**src/rtl/fetch_unit.sv**
```systemverilog
// fetch_unit: instruction fetch front end. Owns the PC, drives the synchronous
// instruction memory, and feeds the instruction queue over a valid/full
// handshake with a one-entry hold buffer so backpressure never drops or
// duplicates an instruction.
module fetch_unit #(
  parameter int              PC_W     = 8,
  parameter int              INSTR_W  = 32,
  parameter logic [PC_W-1:0] RESET_PC = '0
) (
  input  logic               clk,
  input  logic               rst,
  output logic [PC_W-1:0]    imem_addr,
  input  logic [INSTR_W-1:0] imem_rdata,
  input  logic               iq_full,
  output logic               enq_valid,
  output logic [INSTR_W-1:0] enq_instr,
  output logic [PC_W-1:0]    enq_pc,
  input  logic               redirect,
  input  logic [PC_W-1:0]    redirect_pc,
  output logic [PC_W-1:0]    pc,
  output logic [15:0]        stall_cnt
);

  logic [PC_W-1:0]    r_pc;
  logic               r_f1_valid;
  logic [PC_W-1:0]    r_f1_pc;
  logic               r_hold_valid;
  logic [INSTR_W-1:0] r_hold_instr;
  logic [PC_W-1:0]    r_hold_pc;
  logic [15:0]        r_stall_cnt;

  logic               w_cand_valid;
  logic               w_accept;
  logic               w_capture;
  logic               w_hold_valid_nxt;
  logic               w_f1_valid_nxt;
  logic [PC_W-1:0]    w_pc_nxt;

  // Pick the enqueue candidate (hold buffer wins) and derive next-state terms.
  // When nothing is pending the hold registers are shown, so outputs are 0
  // straight out of reset.
  always_comb begin
    w_cand_valid = r_hold_valid | r_f1_valid;
    enq_instr    = r_hold_instr;
    enq_pc       = r_hold_pc;
    if (!r_hold_valid && r_f1_valid) begin
      enq_instr = imem_rdata;
      enq_pc    = r_f1_pc;
    end
    enq_valid = w_cand_valid & ~redirect;
    w_accept  = enq_valid & ~iq_full;
    // F1 word blocked by the queue with an empty hold buffer gets parked.
    w_capture = ~r_hold_valid & r_f1_valid & ~w_accept & ~redirect;
    w_hold_valid_nxt = ~redirect & ((r_hold_valid & ~w_accept) | w_capture);
    w_f1_valid_nxt   = ~w_hold_valid_nxt & ~redirect;
    // While the hold buffer stays full the address issued now is dropped, so
    // the PC must not move past it; it is refetched once the buffer drains.
    if (redirect)              w_pc_nxt = redirect_pc;
    else if (w_hold_valid_nxt) w_pc_nxt = r_pc;
    else                       w_pc_nxt = r_pc + PC_W'(1);
  end

  // Fetch state registers with synchronous active-low reset.
  always_ff @(posedge clk) begin
    if (!rst) begin
      r_pc         <= RESET_PC;
      r_f1_valid   <= 1'b0;
      r_f1_pc      <= '0;
      r_hold_valid <= 1'b0;
      r_hold_instr <= '0;
      r_hold_pc    <= '0;
      r_stall_cnt  <= '0;
    end else begin
      r_pc         <= w_pc_nxt;
      r_f1_valid   <= w_f1_valid_nxt;
      r_f1_pc      <= r_pc;
      r_hold_valid <= w_hold_valid_nxt;
      if (w_capture) begin
        r_hold_instr <= imem_rdata;
        r_hold_pc    <= r_f1_pc;
      end
      if (enq_valid && iq_full && r_stall_cnt != 16'hFFFF)
        r_stall_cnt <= r_stall_cnt + 16'd1;
    end
  end

  assign imem_addr = r_pc;
  assign pc        = r_pc;
  assign stall_cnt = r_stall_cnt;

endmodule

```
**config.mk**
```make
export PLATFORM = sky130hd
export DESIGN_NAME = fetch_unit
export DESIGN_NICKNAME = d
export VERILOG_FILES = /design/src/rtl/fetch_unit.sv
export SDC_FILE = /design/constraint.sdc
export NUM_CORES = 1
export LEC_CHECK = 0
export CAP_MARGIN = 20
export CORE_ASPECT_RATIO = 1.1
export CORE_MARGIN = 1
export CORE_UTILIZATION = 40
export CTS_BUF_LIST = sky130_fd_sc_hd__clkbuf_8
export CTS_CLUSTER_DIAMETER = 120
export DETAILED_ROUTE_END_ITERATION = 12
export HOLD_SLACK_MARGIN = 0.15
export PLACE_DENSITY = 0.87
export SYNTH_ARGS = -nofsm -noshare
export SYNTH_HDL_FRONTEND = slang
export SYNTH_SLANG_ARGS = --single-unit
```
**constraint.sdc**
```tcl
create_clock -name clk -period 2.2 [get_ports clk]
set_input_delay 0.66 -clock clk [delete_from_list [all_inputs] [get_ports clk]]
set_output_delay 0.66 -clock clk [all_outputs]
set_load 0.01 [all_outputs]
```
# Word level (Yosys, flattened, before mapping)
# Cells that the tools add are included.
# word_totals
register_bits,74
in_bits,44
elab_cells,34
output_inout_bits,73
# classes
add_sub_neg,2
bitwise_logic,15
eq_ne,2
mux,4
n_reduce_logical,4
# op_table
cell,n
$mux W32,1
$mux W8,3
$add A16 B1 Y16 const B,1
$ne A16 B16 Y1 const B,1
$add A8 B1 Y8 const B,1
$and A1 B1 Y1,8
$not A1 Y1,5
$logic_and A1 B1 Y1,3
$ne A2 B2 Y1 const B,1
$or A1 B1 Y1,2
$logic_not A1 Y1,1

# Depth between registers and ports, before layout
# logic_depth
depth_word,10
ltp_mapped,7
ltp_nobuf,5

# Least setup slack after synthesis
# OpenSTA, ideal clock, no wires.
# synth_timing
path_kind,in2reg
from,input redirect
to,register r_stall_cnt[14] (netlist: stall_cnt[14])
path_buffers,2
path_slack_ps,37
arrival_ps,2092
path_stages,6
required_ps,2130
setup_time_ps,70
cell_sequence,buf_2 -> nand2b_4 -> or4_1 -> clkbuf_2 -> or4_1 -> a21oi_1
# synth_between
elab_chain_len,4
# synth_lines
element,line,text
start: declaration,18,"input logic redirect,"
$not A1 Y1,50,enq_valid = w_cand_valid & ~redirect;
$and A1 B1 Y1,50,
$logic_and A1 B1 Y1 (2 in series),82,if (enq_valid && iq_full && r_stall_cnt != 16'hFFFF)
end signal: assignment,83,r_stall_cnt <= r_stall_cnt + 16'd1;
end: declaration,30,logic [15:0] r_stall_cnt;
# Every way passes these cells.
# A chain may end at the register's enable or synchronous reset.

# Worst setup path after layout
# layout_timing
from,register r_f1_valid
to,output enq_pc[1]
# layout_between
elab_chain_len,2
# layout_lines
element,line,text
start: declaration,25,logic r_f1_valid;
start signal: assignment,75,r_f1_valid <= w_f1_valid_nxt;
$logic_and A1 B1 Y1,46,if (!r_hold_valid && r_f1_valid) begin
$mux W8,46,
end: declaration,17,"output logic [PC_W-1:0] enq_pc,"
# Every way passes these cells.

==> load_flow_metrics.sql <==
INSERT INTO impl_metrics (metric_group, metric, value, unit) VALUES
('timing', 'setup-violations-final', '38', ''),
('die', 'die_width', '90.5', 'µm'),
('placement', 'dp_hpwl', '6.39', 'mm'),
('synthesis', 'postSynth.topFlopCell', 'sky130_fd_sc_hd__dfxtp_1', ''),
('synthesis', 'sequential_to_total_area_share_from_yosys_stat', '43.0', '%'),
('synthesis', 'async_flop_share', '0', '%'),
('pwr', 'power.density', '585', 'nW/µm²'),
('placement', 'dp_worst_setup_slack', '-380', 'ps'),
('synthesis', 'synthDominantAreaCellType', 'sky130_fd_sc_hd__dfxtp_1', ''),
('final_layout', 'fillCellCount', '621', ''),
('status', 'violations_in_the_final_reports', 'negative setup slack', ''),
('clocking', 'clock_tree.root_cell', 'sky130_fd_sc_hd__clkbuf_8', ''),
('timing', 'slew_viol_final', '0', ''),
('final_layout', 'finish.utilization', '66.0', '%'),
('clocking', 'path_clk_slew', '70', 'ps'),
('min_path', 'hold_depth', '2', ''),
('die', 'io-pin-count', '117', ''),
('die', 'placeableCoreArea', '8360', 'µm²'),
('setup_path', 'ff2ff_setup_slack', '270', 'ps'),
('final_layout', 'seq_area', '1480', 'µm²'),
('final_layout', 'syn_to_final_growth', '60.3', '%'),
('clocking', 'htreeDepth', '3', ''),
('synthesis', 'synthesis.area', '3440', 'µm²'),
('setup_path', 'worst_setup_path_end_kind', 'output port', ''),
('pwr', 'power.static_leakage', '2.13', 'nW'),
('timing', 'final_period_utilization', '107', '%'),
('setup_path', 'startpoint', 'r_f1_valid', ''),
('timing', 'hold_viol', '0', ''),
('global_routing', 'grt.total_usage', '21.3', '%'),
('timing', 'timing.setup.tns', '-3590', 'ps'),
('setup_path', 'timing.critical_path.arrival', '1680', 'ps'),
('pwr', 'vdd.ir_drop.worst', '0.330', 'mV'),
('timing', 'achievable-frequency', '0.427', 'GHz'),
('detailed_routing', 'vias_per_cell', '5.30', ''),
('clocking', 'numCtsBuffers', '9', ''),
('die', 'die_height', '99.3', 'µm'),
('synthesis', 'synth_top_area_share', '43.0', '%'),
('synthesis', 'synth.ff_latch_count', '74', ''),
('final_layout', 'antenna-diode-count', '0', ''),
('global_routing', 'maximum_number_of_pins_on_one_net_before_global_route_repair', '27', ''),
('final_layout', 'num-nets-final', '581', ''),
('setup_path', 'required', '1540', 'ps'),
('setup_path', 'worst_path_dominant_cell_family', 'buffers and inverters', ''),
('global_routing', 'grt_pass1_vias', '3324', ''),
('die', 'placementRows', '35', ''),
('min_path', 'worst_hold_check_path_type', 'flip-flop to flip-flop', ''),
('timing', 'setup_slack', '-144', 'ps'),
('setup_path', 'ff2ff_path_depth', '4', ''),
('clocking', 'cts_tree', 'yes', ''),
('setup_path', 'critical_path.reg2reg.startpoint', 'stall_cnt[14]', ''),
('synthesis', 'syn_inst', '403', ''),
('placement', 'placed_area', '4830', 'µm²'),
('die', 'start_util', '41.2', '%'),
('clocking', 'holdBufCountCts', '0', ''),
('final_layout', 'drive_gt1_share', '27.2', '%'),
('flow_run', 'cap_viol_max_count', '0', ''),
('status', 'status', 'finished with violations', ''),
('pwr', 'power', '3.23', 'mW'),
('setup_path', 'cpPeakStageDelay', '340', 'ps'),
('setup_path', 'worst_path_most_repeated_cell', 'sky130_fd_sc_hd__buf_6', ''),
('synthesis', 'netlist_top_cells_area', 'sky130_fd_sc_hd__dfxtp_1 43%, sky130_fd_sc_hd__mux2_2 13%, sky130_fd_sc_hd__nand2_1 9.9%, sky130_fd_sc_hd__a21oi_1 7.6%, sky130_fd_sc_hd__clkbuf_1 2.1%', ''),
('placement', 'io_buffers', '116', ''),
('setup_path', 'setup.worst_path.class', 'flip-flop to output port', ''),
('clocking', 'cts.sinks', '74', ''),
('setup_path', 'path_cells', 'nor2b_4 > buf_6 > buf_6 > buf_12 > mux2_4 > buf_6', ''),
('setup_path', 'cpMaxStageDelayCell', 'sky130_fd_sc_hd__dfxtp_2', ''),
('detailed_routing', 'dr.first_iter.drc_count', '102', ''),
('detailed_routing', 'wl_per_cell', '15.1', 'µm'),
('detailed_routing', 'via_count', '3451', ''),
('timing', 'grt_setup_unrepaired', 'true', ''),
('global_routing', 'grt_remaining_overflow', '0', '');
==> kinds of logic after synthesis <==
| logic type | after synthesis | share of synthesized area (%) |
|---|---|---|
| AO/OA/AOI/OAI | 79 | 13.1 |
| buffers and inverters | 36 | 4.87 |
| multiplexers | 45 | 14.5 |
| flip-flops | 74 | 43.0 |
| XOR/XNOR | 6 | 1.53 |
| adder cells (fa/ha/maj) | 2 | 0.726 |
| AND/OR/NAND/NOR | 161 | 22.2 |
==> per-stage QoR <==
step                      instances  hold WS (ps)
after detailed placement        620           444
after global placement          620           433
after global routing            651           473
final                           651           458
after CTS                       650           458
after floorplan                 403           428
==> worst paths after layout <==
kind	endpoint
max	enq_pc[1]
min	r_hold_instr[31]
max reg2reg	stall_cnt[2]
min reg2reg	r_hold_instr[31]
==> state kept, by name, indices dropped and copies added, names as in the netlist <==
signal and flops:
r_hold_pc 8, r_hold_instr 32, stall_cnt 16, r_f1_valid 1
r_hold_valid 1, r_f1_pc 8, imem_addr 8
==> metal layers <==
layer	vias up	share of wire, %	global-route usage (%)
met3	20	5.0	4.82
met1	1639	42	24.3
met5	-	0	0
met2	118	51	38.9
li1	1674	-	-
met4	0	1.6	7.20
==> tightest hold or removal path, stage by stage (launching register included) <==
cell                      delay, ps
sky130_fd_sc_hd__dfxtp_1        310
sky130_fd_sc_hd__nand2_1         50
sky130_fd_sc_hd__a21oi_1         50
==> layout by cell type, fill, tap and decap left out, types with 4 or more instances in the layout <==
| master | n |
|---|---|
| sky130_fd_sc_hd__a21oi_1 | 51 |
| sky130_fd_sc_hd__buf_6 | 43 |
| sky130_fd_sc_hd__dfxtp_1 | 73 |
| sky130_fd_sc_hd__nor4_1 | 5 |
| sky130_fd_sc_hd__o21ai_0 | 7 |
| sky130_fd_sc_hd__buf_4 | 22 |
| sky130_fd_sc_hd__clkdlybuf4s50_1 | 74 |
| sky130_fd_sc_hd__mux2_4 | 38 |
| sky130_fd_sc_hd__clkbuf_8 | 9 |
| sky130_fd_sc_hd__nand3_1 | 7 |
| sky130_fd_sc_hd__a211oi_1 | 4 |
| sky130_fd_sc_hd__mux2i_1 | 5 |
| sky130_fd_sc_hd__nor2_1 | 14 |
| sky130_fd_sc_hd__and2_1 | 10 |
| sky130_fd_sc_hd__nand4_1 | 7 |
| sky130_fd_sc_hd__buf_12 | 7 |
| sky130_fd_sc_hd__nand2_1 | 91 |
| sky130_fd_sc_hd__xor2_1 | 6 |
==> power by group <==
part	leakage [nW]	switching [mW]	internal [mW]
Combinational	1.41	0.209	0.336
Sequential	0.601	0.0309	1.37
Clock	0.120	0.521	0.763
==> area by class of cell <==
type / count / area share [%]
clock buffer: 9 / 2.24
tap: 111 / 2.52
timing repair buffer: 154 / 30.4
sequential: 74 / 26.9
clock inverter: 7 / 2.24
multi-input combinational: 293 / 35.5
inverter: 3 / 0.204
==> synth_stat cells, types with 5 or more instances <==
| cell | number |
|---|---|
| sky130_fd_sc_hd__xor2_1 | 6 |
| sky130_fd_sc_hd__and2_1 | 10 |
| sky130_fd_sc_hd__mux2i_1 | 5 |
| sky130_fd_sc_hd__buf_4 | 8 |
| sky130_fd_sc_hd__nor2_1 | 14 |
| sky130_fd_sc_hd__nand4_1 | 7 |
| sky130_fd_sc_hd__clkbuf_1 | 19 |
| sky130_fd_sc_hd__a21oi_1 | 52 |
| sky130_fd_sc_hd__nand2_1 | 91 |
| sky130_fd_sc_hd__dfxtp_1 | 74 |
| sky130_fd_sc_hd__nor4_1 | 5 |
| sky130_fd_sc_hd__nand3_1 | 8 |
| sky130_fd_sc_hd__mux2_2 | 40 |
| sky130_fd_sc_hd__o21ai_0 | 7 |
==> repair_timing <==
action,4_1_cts,5_1_grt
pin swaps,0,0
gates resized for setup,235,25
endpoints found under the setup margin,42,45
setup buffers,10,2
cloned,4,1
No activity file was read; power rests on OpenSTA's default activity.
